===== src/rtl/pic_instr_sequencer_if.sv =====
// Bus bundle between the instruction sequencer and its program ROM,
// file register array and combinational opcode ALU.
interface pic_instr_sequencer_if #(
    parameter int PC_W = 8,
    parameter int FA_W = 5
);
    logic [PC_W-1:0] prog_addr;
    logic [11:0]     prog_data;
    logic [FA_W-1:0] fr_addr;
    logic [7:0]      fr_rdata;
    logic [7:0]      fr_wdata;
    logic            fr_we;
    logic [11:0]     alu_opcode;
    logic [7:0]      alu_f;
    logic [7:0]      alu_w;
    logic [7:0]      alu_r;

    modport master (
        output prog_addr, fr_addr, fr_wdata, fr_we, alu_opcode, alu_f, alu_w,
        input  prog_data, fr_rdata, alu_r
    );

    modport slave (
        input  prog_addr, fr_addr, fr_wdata, fr_we, alu_opcode, alu_f, alu_w,
        output prog_data, fr_rdata, alu_r
    );
endinterface


===== src/rtl/pic_instr_sequencer.sv =====
// Q-cycle instruction sequencer for a 12-bit-opcode PIC10F200-class core:
// fetch, operand latch, writeback, 2-level call stack and skip/branch flush.
module pic_instr_sequencer #(
    parameter int              PC_W      = 8,
    parameter logic [PC_W-1:0] RESET_VEC = {PC_W{1'b1}},
    parameter int              FA_W      = 5
) (
    input  logic                  clk,
    input  logic                  rst,
    input  logic                  run,
    pic_instr_sequencer_if.master bus,
    output logic [7:0]            w_out,
    output logic [1:0]            phase
);
    typedef enum logic [1:0] {Q1 = 2'd0, Q2 = 2'd1, Q3 = 2'd2, Q4 = 2'd3} phase_t;

    phase_t          q;
    logic [PC_W-1:0] pc;
    logic [11:0]     ir;
    logic [7:0]      w;
    logic [7:0]      f_lat;
    logic [7:0]      res_lat;
    logic            flush;
    logic [PC_W-1:0] stack [2];
    logic [1:0]      sp;
    logic            fr_we_r;
    logic [7:0]      fr_wdata_r;

    logic            is_byte, is_misc, is_movwf, is_fsz, is_bitop, is_btst;
    logic            is_retlw, is_call, is_goto, is_branch;
    logic            dest_f, dest_w, skip_cond;
    logic [PC_W-1:0] pop_val;

    always_comb begin
        is_byte   = (ir[11:10] == 2'b00);
        is_misc   = (ir[11:5] == 7'd0);
        is_movwf  = (ir[11:5] == 7'b0000001);
        is_fsz    = (ir[11:9] == 3'b001) && (ir[7:6] == 2'b11);
        is_bitop  = (ir[11:10] == 2'b01);
        is_btst   = is_bitop && ir[9];
        is_retlw  = (ir[11:8] == 4'b1000);
        is_call   = (ir[11:8] == 4'b1001);
        is_goto   = (ir[11:9] == 3'b101);
        is_branch = is_retlw || is_call || is_goto;
        dest_f    = (is_byte && !is_misc && ir[5]) || (is_bitop && !ir[9]);
        dest_w    = (is_byte && !is_misc && !ir[5]) || (ir[11:10] == 2'b11);
        // BTFSC skips on a clear bit, BTFSS on a set bit: compare against IR[8]
        skip_cond = (is_fsz && (bus.alu_r == 8'd0)) ||
                    (is_btst && (f_lat[ir[7:5]] == ir[8]));
        pop_val   = (sp == 2'd2) ? stack[1] : stack[0];
    end

    always_ff @(posedge clk or posedge rst) begin
        if (rst) begin
            q          <= Q1;
            pc         <= RESET_VEC;
            ir         <= 12'h000;
            w          <= 8'h00;
            f_lat      <= 8'h00;
            res_lat    <= 8'h00;
            flush      <= 1'b0;
            stack[0]   <= '0;
            stack[1]   <= '0;
            sp         <= 2'd0;
            fr_we_r    <= 1'b0;
            fr_wdata_r <= 8'h00;
        end else begin
            case (q)
                Q1: if (run) q <= Q2;
                Q2: begin
                    f_lat <= bus.fr_rdata;
                    q     <= Q3;
                end
                Q3: begin
                    res_lat    <= bus.alu_r;
                    fr_we_r    <= dest_f;
                    fr_wdata_r <= is_movwf ? w : bus.alu_r;
                    flush      <= skip_cond || is_branch;
                    q          <= Q4;
                end
                Q4: begin
                    fr_we_r <= 1'b0;
                    flush   <= 1'b0;
                    q       <= Q1;
                    ir      <= flush ? 12'h000 : bus.prog_data;
                    if (is_retlw)
                        w <= ir[7:0];
                    else if (dest_w)
                        w <= res_lat;
                    // A push onto a full stack drops the oldest return address
                    if (is_goto) begin
                        pc <= PC_W'(ir[8:0]);
                    end else if (is_call) begin
                        pc <= PC_W'(ir[7:0]);
                        if (sp == 2'd2) begin
                            stack[0] <= stack[1];
                            stack[1] <= pc;
                        end else begin
                            stack[sp[0]] <= pc;
                            sp           <= sp + 2'd1;
                        end
                    end else if (is_retlw) begin
                        pc <= pop_val;
                        if (sp != 2'd0) sp <= sp - 2'd1;
                    end else begin
                        pc <= pc + PC_W'(1);
                    end
                end
                default: q <= Q1;
            endcase
        end
    end

    assign bus.prog_addr  = pc;
    assign bus.fr_addr    = ir[FA_W-1:0];
    assign bus.fr_wdata   = fr_wdata_r;
    assign bus.fr_we      = fr_we_r;
    assign bus.alu_opcode = ir;
    assign bus.alu_f      = f_lat;
    assign bus.alu_w      = w;
    assign w_out          = w;
    assign phase          = q;
endmodule


===== src/flat_wrapper.sv =====
// flat-port wrapper written by rule: the top's interface ports become plain ports
module pic_instr_sequencer_flat 
#(
    parameter int              PC_W      = 8,
    parameter logic [PC_W-1:0] RESET_VEC = {PC_W{1'b1}},
    parameter int              FA_W      = 5
)
  (clk, rst, run, w_out, phase, bus_prog_addr, bus_fr_addr, bus_fr_wdata, bus_fr_we, bus_alu_opcode, bus_alu_f, bus_alu_w, bus_prog_data, bus_fr_rdata, bus_alu_r);
  pic_instr_sequencer_if #(.PC_W(PC_W), .FA_W(FA_W)) bus_i ();
  input  logic clk;
  input  logic rst;
  input  logic run;
  output logic [7:0] w_out;
  output logic [1:0] phase;
  output wire logic [$bits(bus_i.prog_addr)-1:0] bus_prog_addr;
  output wire logic [$bits(bus_i.fr_addr)-1:0] bus_fr_addr;
  output wire logic [$bits(bus_i.fr_wdata)-1:0] bus_fr_wdata;
  output wire logic [$bits(bus_i.fr_we)-1:0] bus_fr_we;
  output wire logic [$bits(bus_i.alu_opcode)-1:0] bus_alu_opcode;
  output wire logic [$bits(bus_i.alu_f)-1:0] bus_alu_f;
  output wire logic [$bits(bus_i.alu_w)-1:0] bus_alu_w;
  input wire logic [$bits(bus_i.prog_data)-1:0] bus_prog_data;
  input wire logic [$bits(bus_i.fr_rdata)-1:0] bus_fr_rdata;
  input wire logic [$bits(bus_i.alu_r)-1:0] bus_alu_r;
  assign bus_prog_addr = bus_i.prog_addr;
  assign bus_fr_addr = bus_i.fr_addr;
  assign bus_fr_wdata = bus_i.fr_wdata;
  assign bus_fr_we = bus_i.fr_we;
  assign bus_alu_opcode = bus_i.alu_opcode;
  assign bus_alu_f = bus_i.alu_f;
  assign bus_alu_w = bus_i.alu_w;
  assign bus_i.prog_data = bus_prog_data;
  assign bus_i.fr_rdata = bus_fr_rdata;
  assign bus_i.alu_r = bus_alu_r;
  pic_instr_sequencer #(.PC_W(PC_W), .RESET_VEC(RESET_VEC), .FA_W(FA_W)) u_core (.clk(clk), .rst(rst), .run(run), .bus(bus_i), .w_out(w_out), .phase(phase));
endmodule

===== config.mk =====
export PLATFORM = sky130hd
export DESIGN_NAME = pic_instr_sequencer_flat
export DESIGN_NICKNAME = d
export VERILOG_FILES = /design/src/rtl/pic_instr_sequencer_if.sv /design/src/rtl/pic_instr_sequencer.sv /design/src/flat_wrapper.sv
export SDC_FILE = /design/constraint.sdc
export NUM_CORES = 1
export LEC_CHECK = 0
export BUFFER_PORTS_ARGS = -buffer_cell sky130_fd_sc_hd__buf_2
export CORE_ASPECT_RATIO = 1.75
export CORE_MARGIN = 3
export CORE_UTILIZATION = 35
export CTS_CLUSTER_DIAMETER = 40
export DETAILED_ROUTE_END_ITERATION = 16
export GPL_ROUTABILITY_DRIVEN = 0
export HOLD_SLACK_MARGIN = 0.06
export PLACE_DENSITY = 0.54
export SLEW_MARGIN = 20
export SYNTH_ARGS = -nofsm -noshare
export SYNTH_HDL_FRONTEND = slang
export SYNTH_SLANG_ARGS = --single-unit

===== constraint.sdc =====
create_clock -name clk -period 4.5 [get_ports clk]
set_input_delay 0.225 -clock clk [delete_from_list [all_inputs] [get_ports clk]]
set_output_delay 0.225 -clock clk [all_outputs]
set_load 0.05 [all_outputs]

==> results of run 1 <==
## sequential cells by signal, summed over array words and instances (netlist names)
name	count
u_core.bus.alu_f	8
u_core.bus.fr_wdata	8
u_core.phase	2
u_core.bus.prog_addr	8
u_core.flush	1
u_core.bus.fr_we	1
u_core.sp	2
u_core.bus.alu_opcode	12
u_core.res_lat	8
u_core.bus.alu_w	8
u_core.stack	16
## kinds of logic (layout without fill, tap and decap cells)
| logic type | Yosys count | after routing |
|---|---|---|
| compound gates | 81 | 81 |
| mux | 61 | 61 |
| simple gates | 86 | 86 |
| xor+xnor | 2 | 2 |
| buf+inv | 53 | 126 |
| fa+ha+maj | 6 | 6 |
| flops | 74 | 74 |
## cell type report
cell class | count | share of cell area [%]
Sequential cell | 74 | 41.1
Multi-Input combinational cell | 236 | 36.8
Timing Repair Buffer | 92 | 10.3
Clock buffer | 14 | 6.04
Tap cell | 127 | 3.50
Inverter | 18 | 1.49
Clock inverter | 2 | 0.773
## critical path, stage by stage, from the launching register on
cell                       delay [ps]
sky130_fd_sc_hd__dfrtp_1          420
sky130_fd_sc_hd__ha_1             890
sky130_fd_sc_hd__and3_1           490
sky130_fd_sc_hd__o211ai_4         200
sky130_fd_sc_hd__mux2_2           330
## stage by stage
stage               worst slack (ps)  hold WS (ps)  area (µm²)  utilization (%)  std cells
finish                          2050          92.5        4530             43.5        563
global route                    1870          95.7        4530             43.5        563
CTS                             2030          80.2        4530             43.5        563
detailed placement              2030           371        4210             40.4        546
global placement                2170           371        4210             40.4        546
floorplan                       2410           342        3810                -        363
## cells in the final DEF (no fill, tap or decap), types with 4 or more instances in the layout
cell / n
sky130_fd_sc_hd__buf_2: 90
sky130_fd_sc_hd__dfrtp_1: 66
sky130_fd_sc_hd__nand2_1: 43
sky130_fd_sc_hd__mux2i_1: 34
sky130_fd_sc_hd__o21ai_0: 33
sky130_fd_sc_hd__mux2_2: 25
sky130_fd_sc_hd__a21oi_1: 22
sky130_fd_sc_hd__nor2_1: 17
sky130_fd_sc_hd__inv_1: 17
sky130_fd_sc_hd__clkbuf_16: 9
sky130_fd_sc_hd__o31ai_1: 8
sky130_fd_sc_hd__dfstp_2: 8
sky130_fd_sc_hd__ha_1: 5
sky130_fd_sc_hd__nor3_1: 4
sky130_fd_sc_hd__a211oi_1: 4
sky130_fd_sc_hd__nand3_1: 4
## per-layer routing
layer  vias up  share of wire, %  global-route usage, %
li1       1386                 -                      -
met1      1376                39                   18.1
met2        59                55                   28.4
met3         9               4.5                   3.99
met4         0               1.5                   5.75
met5         -                 0                      0
## cell usage after synthesis (all sizes together)
| master | count |
|---|---|
| dfrtp | 66 |
| nand2 | 43 |
| mux2i | 34 |
| o21ai | 33 |
| buf | 25 |
| mux2 | 25 |
| a21oi | 22 |
| nor2 | 19 |
| inv | 18 |
| clkbuf | 10 |
| dfstp | 8 |
| o31ai | 8 |
| ha | 6 |
| nand3 | 5 |
| a211oi | 4 |
| nor3 | 4 |
| a22o | 3 |
| and3 | 3 |
| nor2b | 3 |
| o22ai | 3 |
| a31oi | 2 |
| mux4 | 2 |
| nand2b | 2 |
| nor4 | 2 |
| o211ai | 2 |
| a21boi | 1 |
| a32o | 1 |
| a41oi | 1 |
| and4b | 1 |
| nand3b | 1 |
| nand4 | 1 |
| o221ai | 1 |
| or2 | 1 |
| or2b | 1 |
| xnor2 | 1 |
| xor2 | 1 |
## repair_timing
item | CTS | global route
endpoints found under the hold margin | 29 | 0
gates resized for setup | 0 | 0
hold buffers | 1 | 0
## worst paths after layout
check / startpoint / to / slack (ps) / depth (start not counted)
min reg2reg: u_core.stack[11] / u_core.stack[11] / 490 / 2
max: u_core.phase[1] / u_core.stack[0] / 2050 / 4
max reg2reg: u_core.phase[1] / u_core.stack[0] / 2050 / 4
max in group asynchronous: rst / u_core.bus.prog_addr[5] / 2930 / 4
min in group asynchronous: rst / u_core.bus.alu_opcode[2] / 550 / 3
min: bus_prog_data[0] / u_core.bus.alu_opcode[0] / 90 / 3
==> reports/metrics.csv, run 1 <==
stage,metric,value,unit
run_status,run status,"finished, final reports clean",
floorplanning,floorplan core area,10400,µm²
final_layout,Area Overhead vs Synth,19.1,%
timing,highest clock frequency the design can meet,407,MHz
global_routing,pin count of the biggest net entering global routing,43,
clock_network,total CTS buffers,9,
timing,worst-case headroom to the max-slew limit,30.0,%
floorplanning,number of rows created at floorplan,49,
placed_design,Port Buf Inserts,90,
timing,portion of the clock cycle consumed by the worst path in the final layout,54.5,%
clock_network,Max clock buf depth,2,
worst_setup_path,critical path data arrival time,2670,ps
timing,transition at the pin with the smallest max-transition slack,1050,ps
floorplanning,die area,12200,µm²
timing,final critical delay including setup and external delays,2450,ps
yosys,largest area contributor in the synthesized netlist,sky130_fd_sc_hd__dfrtp_1,
drt,iteration-0 DRC count of the detailed router,156,
yosys,flop and latch count out of synthesis,74,
final_layout,final antenna diode count,0,
yosys,area share of fa/ha/maj cells after synthesis,1.97,%
clock_network,clock tree from TritonCTS,done,
yosys,"share of synthesized cell area in and, or, nand and nor gates",10.7,%
floorplanning,initial cell density of the core,36.5,%
yosys,sequential fraction of the synthesis area,48.9,%
worst_setup_path,"Worst Path Class, Setup",reg2reg,
worst_setup_path,Setup crit start kind,flop,
timing,post-route setup TNS,0,ps
timing,number of hold violations in the final report,0,
yosys,fraction of the mapped netlist area in compound gates,12.9,%
worst_setup_path,critical path endpoint category,flop,
timing,number of pins with negative max-slew slack in the final report,0,
yosys,main combinational cell family by area after synthesis,multiplexers,
timing,setup violation total in the final timing report,0,
yosys,"Distinct cells, synth",43,
yosys,Yosys warning count,0,
placed_design,sum of net half-perimeters after detailed placement,6940,µm
min_path,class of the worst hold path,in2reg,
yosys,synthesized cell area,3810,µm²
timing,unrepaired setup endpoints after global routing,no,
final_layout,Nets,468,
drt,vias per std cell,5.03,
yosys,share of Yosys cell area claimed by the top area cell type,43.4,%
global_routing,via count of the first global-routing pass,2864,
final_layout,area occupied by multi-input gates,1670,µm²
clock_network,buffer count from post-CTS setup fixing,0,
yosys,number of nets produced by synthesis,400,
yosys,cell types occupying the most area after synthesis,"sky130_fd_sc_hd__dfrtp_1 (43%), sky130_fd_sc_hd__mux2i_1 (8.9%), sky130_fd_sc_hd__mux2_2 (7.4%), sky130_fd_sc_hd__dfstp_2 (5.5%), sky130_fd_sc_hd__o21ai_0 (4.3%)",
clock_network,CTS Root Cell,sky130_fd_sc_hd__clkbuf_16,
floorplanning,die outline height,144,µm
floorplanning,Top-Level Pins,91,
worst_setup_path,data required time at the worst endpoint,4720,ps
worst_setup_path,largest fanout on the critical path,34,
clock_network,clock input transition at the sequential cells of the worst setup and hold paths,60,ps
timing,Fin Clk Skew,5.36,ps
yosys,Synth Area per Inst,10.5,µm²
drt,total vias in the final route,2830,
global_routing,global-route total usage across every layer,15.8,%
drt,post-route ant nets,0,
clock_network,sinks on the clock net,74,
floorplanning,Die X-Extent,84.8,µm
final_layout,layout cells sized above 1,33.7,%
drt,Residual DRC,0,
drt,routed len/inst,16.6,µm
yosys,xor-xnor portion of the synthesized cell area,0.460,%
drt,routed wire length,9360,µm
yosys,number of standard cells after synthesis,363,
drt,Pre-Repair DR Iteration Count,4,
final_layout,Register Area,1860,µm²
global_routing,initial antenna violation count,0,
global_routing,global-route wire length before repair,14900,µm
job,maxcap violations,0,
yosys,mux contribution to synthesized area,17.7,%
final_layout,total of fill cells in the finished design,1033,
global_routing,Overflow after GRT,0,
clock_network,insertion delay of the later-clocked pin in the worst-skew pair,340,ps
clock_network,CTS H-tree depth,3,
Power of run 1 is not shown: default switching activity piles up to over one toggle a cycle in this logic, so the estimate is an artifact.
==> run 2, diff against run 1 <==
--- a/config.mk
+++ b/config.mk
@@ -13,7 +13,7 @@
 export DETAILED_ROUTE_END_ITERATION = 16
 export GPL_ROUTABILITY_DRIVEN = 0
 export HOLD_SLACK_MARGIN = 0.06
-export PLACE_DENSITY = 0.54
+export PLACE_DENSITY = 0.56
 export SLEW_MARGIN = 20
 export SYNTH_ARGS = -nofsm -noshare
 export SYNTH_HDL_FRONTEND = slang
==> constraint.sdc (replaced) <==
create_clock -name clk -period 2.15 [get_ports clk]
set_input_delay 0.1075 -clock clk [delete_from_list [all_inputs] [get_ports clk]]
set_output_delay 0.1075 -clock clk [all_outputs]
set_load 0.05 [all_outputs]
==> run 2 against run 1 <==
Fmax is 36% higher. Die area stayed put. Final area is 9.5% higher. Via count is 7.1% higher. Global-route usage is 1.2 points higher. Register-to-register slack worse by 1700 ps. Sequential share of layout area is 3.6 points lower.
==> reports/metrics.csv, run 2 (synthesized netlist as in run 1, its figures left out) <==
stage,metric,value,unit
placed_design,sum of net half-perimeters after detailed placement,6960,µm
worst_setup_path,Setup crit start kind,flop,
final_layout,Nets,511,
timing,transition at the pin with the smallest max-transition slack,816,ps
placed_design,Post-Place Cells,561,
drt,Pre-Repair DR Iteration Count,4,
clock_network,sinks on the clock net,74,
clock_network,clock tree from TritonCTS,done,
timing,highest clock frequency the design can meet,554,MHz
min_path,class of the worst hold path,in2reg,
job,maxcap violations,0,
clock_network,buffer count from post-CTS setup fixing,0,
worst_setup_path,critical path endpoint category,flop,
global_routing,global routing met3 resource utilization,2.28,%
timing,final critical delay including setup and external delays,1810,ps
floorplanning,initial cell density of the core,36.5,%
final_layout,max reg flops,16,
worst_setup_path,data required time at the worst endpoint,2390,ps
final_layout,layout cells sized above 1,34.0,%
clock_network,post-CTS resize count,0,
floorplanning,number of rows created at floorplan,49,
timing,unrepaired setup endpoints after global routing,no,
global_routing,initial antenna violation count,0,
timing,setup violation total in the final timing report,0,
worst_setup_path,critical path data arrival time,2050,ps
drt,Residual DRC,0,
floorplanning,Top-Level Pins,91,
global_routing,Overflow after GRT,0,
final_layout,register ranked first by flip-flop count,u_core.stack,
drt,routed wire length,9800,µm
final_layout,"commonest cells after routing, fill and taps aside","sky130_fd_sc_hd__buf_2 (90), sky130_fd_sc_hd__dfrtp_1 (66), sky130_fd_sc_hd__nand2_1 (43), sky130_fd_sc_hd__mux2i_1 (34), sky130_fd_sc_hd__o21ai_0 (33)",
final_layout,post-route non-filler standard cell count,606,
timing,portion of the clock cycle consumed by the worst path in the final layout,84.0,%
worst_setup_path,"Worst Path Class, Setup",reg2reg,
worst_setup_path,largest fanout on the critical path,3,
floorplanning,die area,12200,µm²
global_routing,pin count of the biggest net entering global routing,75,
placed_design,Port Buf Inserts,90,
clock_network,total CTS buffers,9,
final_layout,final antenna diode count,0,
timing,Fin Clk Skew,5.75,ps
timing,number of hold violations in the final report,0,
clock_network,clock input transition at the sequential cells of the worst setup and hold paths,60,ps
timing,post-route setup TNS,0,ps
drt,iteration-0 DRC count of the detailed router,188,
timing,number of pins with negative max-slew slack in the final report,0,
drt,post-route ant nets,0,
clock_network,Max clock buf depth,2,
drt,routed len/inst,16.2,µm
global_routing,via count of the first global-routing pass,3098,
floorplanning,die outline height,144,µm
final_layout,Area Overhead vs Synth,30.5,%
clock_network,CTS Root Cell,sky130_fd_sc_hd__clkbuf_16,
run_status,run status,"finished, final reports clean",
clock_network,insertion delay of the later-clocked pin in the worst-skew pair,330,ps
timing,worst-case headroom to the max-slew limit,45.5,%
drt,vias per std cell,5.00,
global_routing,busiest layer in global routing,met2,
final_layout,"most common cell after layout, fill and taps aside",sky130_fd_sc_hd__buf_2,
global_routing,global-route wire length before repair,16300,µm
global_routing,routing usage on met2,31.0,%
global_routing,met1 layer usage reported by global route,19.1,%
global_routing,global-route total usage across every layer,17.1,%
drt,total vias in the final route,3032,
clock_network,CTS H-tree depth,3,
floorplanning,Die X-Extent,84.8,µm
floorplanning,floorplan core area,10400,µm²
-- run 2: per-stage QoR --
step / util, % / hold slack, ps / area, µm² / setup slack (ps)
after floorplan: - / 224 / 3810 / 127
after global placement: 41.6 / 223 / 4340 / 401
after detailed placement: 41.6 / 235 / 4340 / 330
after CTS: 47.7 / 66.4 / 4970 / 321
after global routing: 47.7 / 106 / 4970 / 206
final: 47.7 / 73.0 / 4970 / 344
-- run 2: layer usage --
| layer | wire (µm) | vias up |
|---|---|---|
| li1 | - | 1483 |
| met1 | 3900 | 1465 |
| met2 | 5310 | 61 |
| met3 | 256 | 23 |
| met4 | 331 | 0 |
| met5 | 0 | - |
-- run 2: final timing paths --
kind,from,endpoint,slack [ps],cells after the start
setup / recovery,u_core.bus.alu_opcode[5],u_core.flush,340,5
hold / removal,run,u_core.phase[0],70,3
setup reg to reg,u_core.bus.alu_opcode[5],u_core.flush,340,5
hold reg to reg,u_core.stack[8],u_core.stack[8],480,2
max in group asynchronous,rst,u_core.bus.prog_addr[1],1410,4
min in group asynchronous,rst,u_core.stack[8],400,4
-- run 2: cell type report --
class | count | area, µm²
repair buffers | 135 | 873
inverters | 18 | 67.6
clock buffers | 12 | 267
clock inverters | 4 | 72.6
fillers | 1015 | 5460
well taps | 127 | 159
flip-flops and latches | 74 | 1860
multi-input cells | 236 | 1670
-- run 2: critical path, stage by stage, from the launching register on --
cell,delay (ps)
sky130_fd_sc_hd__dfrtp_1,420
sky130_fd_sc_hd__mux4_1,590
sky130_fd_sc_hd__mux2i_1,190
sky130_fd_sc_hd__xnor2_1,160
sky130_fd_sc_hd__a41oi_1,130
sky130_fd_sc_hd__nor3_1,210
-- run 2: what timing repair did --
| item | 4_1_cts | 5_1_grt |
|---|---|---|
| setup endpoints to repair | 0 | 0 |
| hold endpoints to repair | 94 | 0 |
| hold buffers | 29 | 0 |
Power of run 2 is left out for the same reason.
